File: src/rtl/pipe_stage_buf_pkg.sv
// Shared types for the elastic pipeline-stage register: handshake state
// encoding, the RISC-V NOP used to build bubble payloads, and the stage
// structs whose $bits() sets the payload WIDTH of each instance.
package pipe_stage_buf_pkg;

  // Encoding equals the number of entries held, so o_count is the state itself.
  typedef enum logic [1:0] {
    PB_EMPTY = 2'd0,
    PB_ONE   = 2'd1,
    PB_FULL  = 2'd2
  } pipe_buf_state_e;

  // addi x0, x0, 0
  localparam logic [31:0] NOP_INSN = 32'h0000_0013;

  // IF/ID stage payload (64 bits).
  typedef struct packed {
    logic [31:0] pc;
    logic [31:0] inst;
  } if_id_t;

  // Bubble for the IF/ID register: pc zero, instruction a NOP.
  function automatic if_id_t if_id_bubble();
    if_id_t b;
    b.pc   = 32'h0;
    b.inst = NOP_INSN;
    return b;
  endfunction

endpackage

File: src/rtl/pipe_buf_slot.sv
// One payload slot of the stage buffer: a WIDTH-bit register with a load
// enable and an asynchronous active-low reset to INIT.
module pipe_buf_slot #(
  parameter int               WIDTH = 64,
  parameter logic [WIDTH-1:0] INIT  = '0
) (
  input  logic             i_clk,
  input  logic             i_reset,
  input  logic             i_load,
  input  logic [WIDTH-1:0] i_d,
  output logic [WIDTH-1:0] o_q
);

  // Capture i_d when enabled, otherwise hold.
  // NOTE: the slot is a plain register, not a RAM, so giving it an async
  // reset value is cheap and makes the empty/bubble payload well defined.
  always_ff @(posedge i_clk or negedge i_reset) begin
    if (!i_reset) begin
      o_q <= INIT;
    end else if (i_load) begin
      o_q <= i_d;
    end
  end

endmodule

File: src/rtl/pipe_stage_buf.sv
// Elastic pipeline-stage register with a 2-entry skid buffer.
// Payload passes through a registered main slot; a skid slot absorbs the one
// word that may arrive while downstream stalls, so upstream ready is a pure
// register with no combinational path from i_m_rdy.
// Optional build macro PIPE_STAGE_BUBBLE_EN: main is forced to BUBBLE_VAL
// whenever the stage goes empty or is flushed, and resets to BUBBLE_VAL.
module pipe_stage_buf
  import pipe_stage_buf_pkg::*;
#(
  parameter int               WIDTH      = 64,
  parameter logic [WIDTH-1:0] BUBBLE_VAL = '0
) (
  input  logic             i_clk,
  input  logic             i_reset,
  input  logic             i_flush,
  input  logic             i_s_vld,
  output logic             o_s_rdy,
  input  logic [WIDTH-1:0] i_s_data,
  output logic             o_m_vld,
  input  logic             i_m_rdy,
  output logic [WIDTH-1:0] o_m_data,
  output logic [1:0]       o_count
);

`ifdef PIPE_STAGE_BUBBLE_EN
  localparam logic [WIDTH-1:0] MAIN_INIT = BUBBLE_VAL;
`else
  localparam logic [WIDTH-1:0] MAIN_INIT = '0;
`endif

  pipe_buf_state_e  state_q, state_d;
  logic             rdy_q, vld_q;
  logic             s_xfer, m_xfer;
  logic             main_load, skid_load, main_from_skid;
  logic             main_en;
  logic [WIDTH-1:0] main_d, main_q, skid_q;

  assign s_xfer = i_s_vld & rdy_q;
  assign m_xfer = vld_q & i_m_rdy;

  // Next-state and slot-load decode; flush overrides every handshake.
  // NOTE: every output of this block gets a default first, so no path
  // through the case leaves a variable unassigned and no latch is inferred.
  always_comb begin
    state_d        = state_q;
    main_load      = 1'b0;
    skid_load      = 1'b0;
    main_from_skid = 1'b0;
    case (state_q)
      PB_EMPTY: begin
        if (s_xfer) begin
          state_d   = PB_ONE;
          main_load = 1'b1;
        end
      end
      PB_ONE: begin
        case ({s_xfer, m_xfer})
          2'b11:   main_load = 1'b1;
          2'b10: begin
            state_d   = PB_FULL;
            skid_load = 1'b1;
          end
          2'b01:   state_d = PB_EMPTY;
          default: ;
        endcase
      end
      PB_FULL: begin
        if (m_xfer) begin
          state_d        = PB_ONE;
          main_load      = 1'b1;
          main_from_skid = 1'b1;
        end
      end
      default: state_d = PB_EMPTY;
    endcase
    if (i_flush) begin
      state_d        = PB_EMPTY;
      main_load      = 1'b0;
      skid_load      = 1'b0;
      main_from_skid = 1'b0;
    end
  end

  // Main-slot input select; in the bubble build, going empty loads BUBBLE_VAL.
  always_comb begin
    main_d  = main_from_skid ? skid_q : i_s_data;
    main_en = main_load;
`ifdef PIPE_STAGE_BUBBLE_EN
    if (i_flush || (state_q != PB_EMPTY && state_d == PB_EMPTY)) begin
      main_d  = BUBBLE_VAL;
      main_en = 1'b1;
    end
`endif
  end

  // State plus registered handshake flags derived from the next state.
  always_ff @(posedge i_clk or negedge i_reset) begin
    if (!i_reset) begin
      state_q <= PB_EMPTY;
      rdy_q   <= 1'b0;
      vld_q   <= 1'b0;
    end else begin
      state_q <= state_d;
      rdy_q   <= (state_d != PB_FULL);
      vld_q   <= (state_d != PB_EMPTY);
    end
  end

  pipe_buf_slot #(.WIDTH(WIDTH), .INIT(MAIN_INIT)) u_main (
    .i_clk   (i_clk),
    .i_reset (i_reset),
    .i_load  (main_en),
    .i_d     (main_d),
    .o_q     (main_q)
  );

  pipe_buf_slot #(.WIDTH(WIDTH), .INIT('0)) u_skid (
    .i_clk   (i_clk),
    .i_reset (i_reset),
    .i_load  (skid_load),
    .i_d     (i_s_data),
    .o_q     (skid_q)
  );

  assign o_s_rdy  = rdy_q;
  assign o_m_vld  = vld_q;
  assign o_m_data = main_q;
  assign o_count  = state_q;

endmodule
File: config.mk
export PLATFORM = sky130hd
export DESIGN_NAME = pipe_stage_buf
export DESIGN_NICKNAME = d
export VERILOG_FILES = /design/src/rtl/pipe_stage_buf_pkg.sv /design/src/rtl/pipe_buf_slot.sv /design/src/rtl/pipe_stage_buf.sv
export SDC_FILE = /design/constraint.sdc
export NUM_CORES = 1
export LEC_CHECK = 0
export CAP_MARGIN = 25
export CORE_MARGIN = 3
export CORE_UTILIZATION = 42
export DETAILED_ROUTE_END_ITERATION = 8
export HOLD_SLACK_MARGIN = 0.03
export PLACE_DENSITY_LB_ADDON = 0.2
export SYNTH_ARGS = -nofsm -noshare
export SYNTH_HDL_FRONTEND = slang
export SYNTH_SLANG_ARGS = --single-unit
File: constraint.sdc
create_clock -name i_clk -period 2.56 [get_ports i_clk]
set_clock_uncertainty 0.1 [all_clocks]
set_input_delay 0.256 -clock i_clk [delete_from_list [all_inputs] [get_ports i_clk]]
set_output_delay 0.256 -clock i_clk [all_outputs]
set_load 0.01 [all_outputs]
After elaboration in Yosys (flattened, before gate mapping)
Index checks and enable logic that the tools add are counted.
{"block": "word_totals", "wordCells": 31, "out_inout_bits": 68, "regBits": 132, "rom_bits": 0, "ramBits": 0, "n_memories": 0, "latch_bits": 0}
{"block": "op_classes", "bitwise": 2, "muxes": 16, "n_eq_ne": 6, "addsub": 0, "div": 0, "n_mul": 0, "reduce_logical": 2, "n_lt_le_gt_ge": 0, "shift": 0}
{"op": "64-bit two-way mux", "count": 1}
{"op": "1-bit two-way mux", "count": 9}
{"op": "2-bit == test, second input constant", "count": 3}
{"op": "2-bit two-way mux", "count": 3}
{"op": "2-bit one-hot mux with 3 select lines", "count": 1}
{"op": "2-bit by 1-bit == test with 1-bit output, second input constant", "count": 2}
{"op": "2-bit one-hot mux with 2 select lines", "count": 1}
{"op": "1-bit one-hot mux with 3 select lines", "count": 1}
{"op": "1-bit bitwise AND", "count": 2}
{"op": "2-bit zero test", "count": 1}
{"op": "2-bit != test, second input constant", "count": 1}
{"op": "2-bit nonzero test", "count": 1}

Logic depth before layout (Yosys ltp)
Gate-level depths: netlist of the first run.
{"block": "depth", "ltp_word": 6, "ltp_mapped": 6}

By module
Synthesis of the first run repeated with hierarchy kept, for this count alone.
{"block": "hier_totals", "cells_unflattened": 363, "area_unflattened_um2": 6668.9}
{"mod": "pipe_buf_slot", "area_per_inst_um2": 2678.8, "cells_each": 135, "n_inst": 2, "seq_area_each_um2": 1601.5}
{"mod": "pipe_stage_buf", "area_per_inst_um2": 1311.3, "cells_each": 93, "n_inst": 1, "seq_area_each_um2": 100.1}

Worst setup path before layout of the first run
OpenSTA, ideal clock, no wires.
{"block": "synth_timing", "kind": "register -> register", "start": "reg state_q[0], in the netlist o_count[0]", "end": "reg u_main.o_q[20]", "path_slack_ns": 0.542, "path_stages_with_launch": 6, "setup_time_ns": 0.128, "synth_period_minus_slack_ns": 2.018, "path_buffers": 1, "arrival_time_ns": 1.790, "cell_sequence": "dfrtp_1 > nand4b_1 > nor2_2 > buf_4 > mux2_2 > mux2_1"}
{"block": "synth_via", "elab_chain_cells": 4, "elab_cells_between_ends": 8, "classes_between": "2 x eq/ne; 5 x mux; 1 x reduce/logical"}
{"element": "from (decl)", "line": "pipe_stage_buf.sv:31", "rtl": "pipe_buf_state_e state_q, state_d;"}
{"element": "from (signal assigned)", "line": "pipe_stage_buf.sv:103", "rtl": "state_q <= state_d;"}
{"element": "2-bit == test", "line": "pipe_stage_buf.sv:49", "rtl": "case (state_q)"}
{"element": "1-bit two-way mux", "line": "pipe_stage_buf.sv:49"}
{"element": "1-bit two-way mux", "line": "pipe_stage_buf.sv:76", "rtl": "if (i_flush) begin"}
{"element": "64-bit two-way mux", "line": "pipe_stage_buf.sv:86", "rtl": "main_d = main_from_skid ? skid_q : i_s_data;"}
{"element": "to (signal assigned)", "line": "pipe_buf_slot.sv:21", "rtl": "o_q <= i_d;"}
{"element": "to (decl)", "line": "pipe_buf_slot.sv:11", "rtl": "output logic [WIDTH-1:0] o_q"}
Several ways; a longest one is shown, not always the timed one.
A chain may end at the register's enable or synchronous reset.

Worst setup path in the final report of the first run
{"block": "layout_timing", "start": "reg state_q[0], in the netlist o_count[0]", "end": "reg u_main.o_q[55]"}
Same word-level chain as after synthesis.

==> metrics.yaml, run 1 <==
coreArea_sq_um: 13300
path_clk_slew_ns: 0.05
tightest_slew_ns: 0.415
p_int_mw: 5.68
syn_area_sq_um: 5760
cts_root_buf: "clkbuf_16"
highest_layer: "met4"
hpwl_microns: 7790
met2RoutedLength_microns: 5660
cp_data_arrival_time_ns: 2.23
clockPowerShare_pct: 32.7
routedWlPerCell_microns: 16.9
routed_wl_microns: 11800
dr.pass1.iters: 6
rows: 42
critPathLaunchType: "flip-flop"
critPathMaxStageDelay_ns: 0.44
ys.flop_type: "dfrtp_1"
vias: 3523
grt.overflow.total: 0
fin_nets: 578
synth_enable_flop_cells: 0
post_cts_buffers: 0
multi_input_area_sq_um: 2300
syn2layout_area_growth_pct: 38.2
avgSynthCellArea_sq_um: 15.8
clock_sinks: 132
slowest_stage: "dfrtp_1"
tns_ns: 0
critPathKind: "flip-flop to flip-flop"
status: "finished clean"
grt_pass1_vias: 3796
syn_inst: 364
place.gp.congestion: 0.762
p_per_area_nw_per_um2: 938
hold_class: "input pin to async pin"
grt_start_max_net_pins: 77
cp-end-kind: "flip-flop"
grt_usage_pct: 16.6
syn-num-nets: 433
wl_met3_microns: 851
via_per_inst: 5.06
p_sw_mw: 1.79
dp_slack_ns: 0.198
rsz0062_at_grt: "no"
post-route-min-period_ns: 2.04
slew_headroom_pct: 72.3
hold_violations: 0
ant_nets: 0
path_cells: "nand4b_1 -> nor2_4 -> buf_12 -> mux2_2 -> mux2_1"
ys_seq_elements: 132
dp_cells: 665
swShare_pct: 23.9
start_util_pct: 43.1
fp.dieW_microns: 123
synth_async_sr_flop_share_pct: 100
drv_slew: 0
setup_slack_ns: 0.524
m1WireLength_microns: 5090
nFillCells: 1080
cts_buffers: 17
fin_cells: 696
grt_pass1_wl_microns: 19200
synth.most_common_cell: "mux2_2"
port_buffers: 136
path_max_fanout: 34
chipHeight_microns: 123
p_comb_share_pct: 24.7
ys_top_cells_by_count: "189 x mux2_2, 132 x dfrtp_1, 7 x buf_2, 7 x buf_6, 6 x buf_4"
cts.htree.levels: 4
drive_above_1_share_pct: 43.7
antenna_cells: 0
seq_area_sq_um: 3300
ys_top_cells_by_area: "dfrtp_1 57%, mux2_2 37%, buf_6 1.4%"
synth_top_area_cell: "dfrtp_1"
leakage_nw: 3.28
synth_seq_area_share_pct: 57.4
antenna_found_initial: 0
sequentialPowerShare_pct: 42.7
drt_iter0_drc: 97
clock_path_buffers: 2
clkLatencyLatePin_ns: 0.41
max_cap_violations: 0
max_freq_mhz: 491
dieArea_sq_um: 15100
ys.warnings.count: 0
synth_top_area_share_pct: 57.4
route.detailed.drc: 0
pin_count: 137
period_share_pct: 79.5
cts_tree: "yes"
crit_required_ns: 2.75
synth_cell_types: 21
setup_viol: 0
ir_drop_mv: 0.489
## per-layer routing
metal	vias to the layer above	track usage (%)
met5	-	0
met2	109	26.8
met3	16	6.36
met1	1788	20.3
met4	0	6.23
li1	1610	-
## cell usage in the layout, fill, tap and decap left out, types with 2 or more instances in the layout
cell type / synthesis / layout
bufinv_16: 0 / 3
mux2_2: 189 / 189
clkbuf_1: 0 / 5
clkbuf_8: 0 / 4
a21oi_1: 2 / 2
buf_4: 6 / 2
buf_12: 0 / 8
clkdlybuf4s50_1: 0 / 135
nand2_1: 4 / 4
dfrtp_1: 132 / 132
a21o_1: 2 / 2
clkbuf_16: 0 / 17
mux2_1: 3 / 3
## layout make-up
cell class,instances,area share (%)
clock buffers,26,6.27
clock inverters,4,1.20
multi-input cells,212,28.9
flip-flops and latches,132,41.5
well taps,176,2.77
repair buffers,146,19.3
## power by group through the flow
| stage | sequential (mW) | clock (mW) | combinational, mW |
|---|---|---|---|
| final | 3.19 | 2.44 | 1.84 |
| after global routing | 3.28 | 2.60 | 1.99 |
| after CTS | 3.19 | 2.51 | 1.88 |
| after detailed placement | 3.22 | 0 | 1.86 |
| after global placement | 3.18 | 0 | 1.81 |
| after floorplan | 3.27 | 0 | 0.798 |
## per-stage QoR
stage	instance area (sq um)	hold slack (ns)	total power, mW	util [%]
finish	7960	0.0932	7.47	59.6
global route	7960	0.0999	7.87	59.6
CTS	7960	0.0726	7.58	59.6
detailed placement	7350	-0.0294	5.09	55.1
global placement	7350	-0.0300	4.99	55.1
floorplan	5760	-0.140	4.07	-
## cells by family (layout without fill, tap and decap cells)
| group | Yosys count | count (layout) | synth area share, % |
|---|---|---|---|
| AOI/OAI and AO/OA | 8 | 8 | 1.20 |
| DFF | 132 | 132 | 57.4 |
| muxes | 192 | 192 | 37.5 |
| buffers and inverters | 20 | 176 | 2.76 |
| and+or+nand+nor | 12 | 12 | 1.13 |
## timing repair
item	4_1_cts	5_1_grt
endpoints found under the hold margin	132	0
hold buffers	1	0
resized for setup	0	0
## path summary, 6_finish.rpt
kind | from | to | slack (ns) | cells after the start
max | o_count[0] | u_main.o_q[55] | 0.52 | 5
min | i_reset | u_skid.o_q[16] | 0.09 | 2
max reg2reg | o_count[0] | u_main.o_q[55] | 0.52 | 5
min reg2reg | u_main.o_q[20] | u_main.o_q[20] | 0.39 | 1
max in group asynchronous | i_reset | u_main.o_q[55] | 1.67 | 3
min in group i_clk | i_s_data[11] | u_skid.o_q[11] | 0.39 | 2
## critical path: cells and delay by family, from the launching register on
family / cells / cell delay [ns]
buffers and inverters: 1 / 0.23
flip-flops: 1 / 0.44
multiplexers: 2 / 0.64
AND/OR/NAND/NOR: 2 / 0.49
## flip-flops by register name, indices dropped and copies added, names as in the netlist
signal / flops
u_main.o_q: 64
o_m_vld: 1
o_count: 2
o_s_rdy: 1
u_skid.o_q: 64
Note: power is estimated with default switching activity, not from simulation.
==> run 2, diff against run 1 <==
- clock period: 2.56 -> 2.1 ns (I/O delays scaled with it)
==> metrics.yaml, run 2 (synthesis gave the netlist of run 1 again) <==
tightest_slew_ns: 0.503  # +0.0879 ns
clock_sinks: 132  # unchanged
crit_top_cell: "nand2_1"
hold_violations: 0  # unchanged
drive_above_1_share_pct: 45.4  # +1.7 points
setup_viol: 0  # unchanged
syn2layout_area_growth_pct: 40.0
hold_class: "input pin to async pin"
cts_tree: "yes"
cts_root_buf: "clkbuf_16"
period_share_pct: 95.6  # +16 points
grtUsageMet3_pct: 5.31  # -1.1 points
max_freq_mhz: 498  # +1.4%
grt.overflow.total: 0  # unchanged
hpwl_microns: 7900  # +1.5%
antenna_cells: 0  # unchanged
drt_iter0_drc: 157  # +62%
via_per_inst: 4.97  # -1.9%
fp.dieW_microns: 123  # unchanged
grt_usage_pct: 16.6  # -0.047 points
rows: 42  # unchanged
rrSetupSlack_ns: 0.09  # -0.43 ns
drv_slew: 0  # unchanged
antenna_found_initial: 0  # unchanged
port_buffers: 136  # unchanged
clock_path_buffers: 2  # unchanged
path_cells: "nand2_1 -> nand2_1 -> or4_2 -> buf_12 -> mux2_2"
path_clk_slew_ns: 0.05  # about the same
grt_start_max_net_pins: 63  # -18%
cp_data_arrival_time_ns: 2.20  # -0.03 ns
ir_drop_mv: 0.591  # +21%
routedWlPerCell_microns: 16.9  # -0.42%
nFillCells: 1062  # -1.7%
grt_util_met2_pct: 26.5  # -0.34 points
slew_headroom_pct: 66.5  # -5.9 points
setup_slack_ns: 0.0923  # -0.431 ns
total_power_mw: 9.16  # +23%
reg2reg_from: "o_m_vld"
cts.htree.levels: 4  # unchanged
worstRegToRegCells: 5  # unchanged
use_met1_pct: 21.2  # +0.85 points
grt_pass1_wl_microns: 19500  # +1.6%
chipHeight_microns: 123  # unchanged
mostFrequentLayoutCells: "189 x mux2_2, 135 x clkdlybuf4s50_1, 131 x dfrtp_1, 18 x clkbuf_16, 9 x buf_12"
critPathKind: "flip-flop to flip-flop"
leakage_nw: 3.33  # +1.5%
coreArea_sq_um: 13300  # unchanged
routed_wl_microns: 11900  # +0.86%
ant_nets: 0  # unchanged
path_max_fanout: 38  # +12%
holdWs_ns: 0.223  # +0.129 ns
cts_buffers: 17  # unchanged
p_per_area_nw_per_um2: 1140  # +21%
final_common_cell: "mux2_2"
rsz0062_at_grt: "no"
slowest_stage: "or4_2"
clkLatencyLatePin_ns: 0.40  # about the same
post-route-min-period_ns: 2.01  # -0.0287 ns
status: "finished clean"
fin_nets: 585  # +1.2%
place.gp.congestion: 0.766  # +0.45%
cp-end-kind: "flip-flop"
busiest_layer: "met2"
rr_endpoint: "u_skid.o_q[9]"
pin_count: 137  # unchanged
dieArea_sq_um: 15100  # unchanged
grt_pass1_vias: 3881  # +2.2%
start_util_pct: 43.1  # unchanged
vias: 3502  # -0.60%
dr.pass1.iters: 4  # -2
dp_slack_ns: -0.170  # -0.368 ns
max_cap_violations: 0  # unchanged
route.detailed.drc: 0  # unchanged
critPathLaunchType: "flip-flop"
crit_required_ns: 2.29  # -0.46 ns
critPathMaxStageDelay_ns: 0.63  # +0.19 ns
-- run 2: routing by layer --
metal  vias to the layer above  share of wire, %
li1                       1627                 -
met1                      1768                45
met2                        93                47
met3                        14               5.9
met4                         0               1.4
met5                         -                 0
-- run 2: worst max-delay path by stage --
stage                          start              to
after floorplan           o_count[0]  u_main.o_q[20]
after global placement       i_s_vld  u_skid.o_q[52]
after detailed placement     i_s_vld   u_skid.o_q[9]
after CTS                 o_count[0]  u_main.o_q[55]
after global routing         o_m_vld   u_skid.o_q[4]
final                        o_m_vld   u_skid.o_q[9]
-- run 2: cell type report --
class | instances | area [sq um] | area share [%]
multi-input cells | 212 | 2300 | 28.6
clock inverters | 9 | 125 | 1.55
repair buffers | 153 | 1620 | 20.1
well taps | 176 | 220 | 2.73
flip-flops and latches | 132 | 3300 | 41.0
clock buffers | 23 | 488 | 6.05
-- run 2: through the flow --
step	std cells	TNS, ns	area (sq um)	util (%)
2_1_floorplan	364	0	5760	-
3_3_place_gp	669	-12.37	7380	55.3
3_5_place_dp	669	-17.80	7380	55.3
4_1_cts	702	0	8010	60.0
5_1_grt	705	0	8060	60.4
6_report	705	0	8060	60.4
-- run 2: repair_timing --
action | in CTS | in global routing
setup buffers | 0 | 2
endpoints found under the setup margin | 0 | 19
gates resized for setup | 0 | 1
hold buffers | 1 | 0
endpoints found under the hold margin | 34 | 0
-- run 2: power breakdown --
part           switching [mW]  internal [mW]
sequential              0.441           3.44
combinational           0.746           1.51
clock                    1.03           1.98
total                    2.22           6.94
-- run 2: worst max-delay path: cells and delay by family (launching register included) --
family,cells,cell delay (ns)
flops,1,0.43
buf+inv,1,0.23
mux,1,0.29
simple gates,3,0.82
==> run 3, diff against run 2 <==
- GPL_TIMING_DRIVEN: default -> 0
- clock period: 2.1 -> 2.5 ns (I/O delays scaled with it)
==> metrics.yaml, run 3 (synthesis gave the netlist of run 1 again) <==
critPathMaxStageDelay_ns: 0.44  # -0.19 ns
crit_required_ns: 2.69  # +0.40 ns
max_cap_violations: 0  # unchanged
post-route-min-period_ns: 2.24  # +0.228 ns
via_per_inst: 4.94  # -0.59%
ir_drop_mv: 0.493  # -17%
place.gp.congestion: 0.702  # -8.3%
critPathKind: "flip-flop to flip-flop"
cpLargestDelayFamily: "compound AO/OA/AOI/OAI gates"
nFillCells: 1050  # -1.1%
cp_data_arrival_time_ns: 2.42  # +0.22 ns
path_clk_slew_ns: 0.05  # about the same
leakage_nw: 3.35  # +0.37%
max_freq_mhz: 447  # -10%
antenna_cells: 0  # unchanged
period_share_pct: 89.4  # -6.2 points
drive_above_1_share_pct: 45.5  # +0.14 points
vias: 3506  # +0.11%
drt_iter0_drc: 124  # -21%
clock_path_buffers: 2  # unchanged
tightest_slew_ns: 0.596  # +0.0928 ns
path_max_fanout: 10  # -74%
fin_nets: 590  # +0.85%
grt_pass1_wl_microns: 19400  # -0.17%
cts.htree.levels: 4  # unchanged
fp.dieW_microns: 123  # unchanged
pin_count: 137  # unchanged
cts_root_buf: "clkbuf_16"
hold_class: "input pin to async pin"
post_cts_buffers: 0  # unchanged
slew_headroom_pct: 60.3  # -6.2 points
seq_area_sq_um: 3300  # about the same
route.detailed.drc: 0  # unchanged
routedWlPerCell_microns: 16.7  # -1.1%
slowest_stage: "dfrtp_1"
grt_start_max_net_pins: 70  # +11%
path_cells: "nand4b_1 -> o31a_1 -> a21oi_4 -> buf_2 -> mux2_2"
multi_input_area_sq_um: 2300  # about the same
grt_pass1_vias: 3863  # -0.46%
clkLatencyLatePin_ns: 0.41  # about the same
reg2reg_from: "o_count[0]"
coreArea_sq_um: 13300  # unchanged
dieArea_sq_um: 15100  # unchanged
clock_sinks: 132  # unchanged
rsz0062_at_grt: "no"
final_common_cell: "mux2_2"
routed_wl_microns: 11800  # -0.41%
setup.worst_path.start: "o_count[0]"
place_area_sq_um: 7360  # -0.32%
start_util_pct: 43.1  # unchanged
critPathLaunchType: "flip-flop"
grt.overflow.total: 0  # unchanged
antenna_found_initial: 0  # unchanged
hold_violations: 0  # unchanged
holdWs_ns: 0.295  # +0.0725 ns
cp-end-kind: "flip-flop"
p_per_area_nw_per_um2: 967  # -15%
rows: 42  # unchanged
cts_buffers: 17  # unchanged
crit_buf_inv: 1  # unchanged
port_buffers: 135  # -0.74%
dr.pass1.iters: 4  # unchanged
status: "finished clean"
tns_ns: 0  # unchanged
drv_slew: 0  # unchanged
setup_viol: 0  # unchanged
ant_nets: 0  # unchanged
total_power_mw: 7.74  # -15%
final_cell_area_sq_um: 8010  # -0.61%
cts_tree: "yes"
chipHeight_microns: 123  # unchanged
mostFrequentLayoutCells: "189 x mux2_2, 134 x clkdlybuf4s50_1, 132 x dfrtp_1, 17 x clkbuf_16, 8 x buf_6"
grt_usage_pct: 16.8  # +0.18 points
hpwl_microns: 8240  # +4.3%
syn2layout_area_growth_pct: 39.1
## run 3: worst paths after layout
kind / slack [ns] / to / cells after the start
setup / recovery: 0.26 / u_main.o_q[36] / 5
hold / removal: 0.30 / u_skid.o_q[16] / 2
setup reg to reg: 0.26 / u_main.o_q[36] / 5
hold reg to reg: 0.39 / u_main.o_q[55] / 1
max in group asynchronous: 1.27 / u_main.o_q[54] / 3
min in group i_clk: 0.38 / u_skid.o_q[53] / 2
## run 3: per-stage QoR
step	cells	worst slack [ns]	util, %
floorplan	364	0.482	-
global placement	675	-4.14	54.9
detailed placement	676	-0.183	55.1
CTS	710	0.0960	60.0
global route	710	0.129	60.0
finish	710	0.264	60.0
## run 3: routing by layer
metal,GRT usage (%),vias up,routed length [microns],part of all wire [%]
li1,-,1631,-,-
met1,19.7,1754,4870,41
met2,27.6,108,5850,49
met3,6.45,13,948,8.0
met4,6.85,0,182,1.5
met5,0,-,0,0
## run 3: what timing repair did
action / CTS / global route
setup endpoints to repair: 0 / 4
endpoints found under the hold margin: 66 / 0
hold buffers: 2 / 0
resized for setup: 0 / 1
## run 3: final cells by class
cell class,instances,area share (%)
multi-input combinational,212,28.7
buffer,20,1.98
clock buffer,22,5.92
tap,176,2.75
clock inverter,10,1.91
sequential,132,41.2
timing repair buffer,138,17.5
## run 3: power by group
part | switching (mW) | leakage [nW] | internal (mW)
Sequential | 0.370 | 1.58 | 2.89
Combinational | 0.629 | 1.46 | 1.25
Clock | 0.858 | 0.310 | 1.74
Total | 1.86 | 3.35 | 5.89
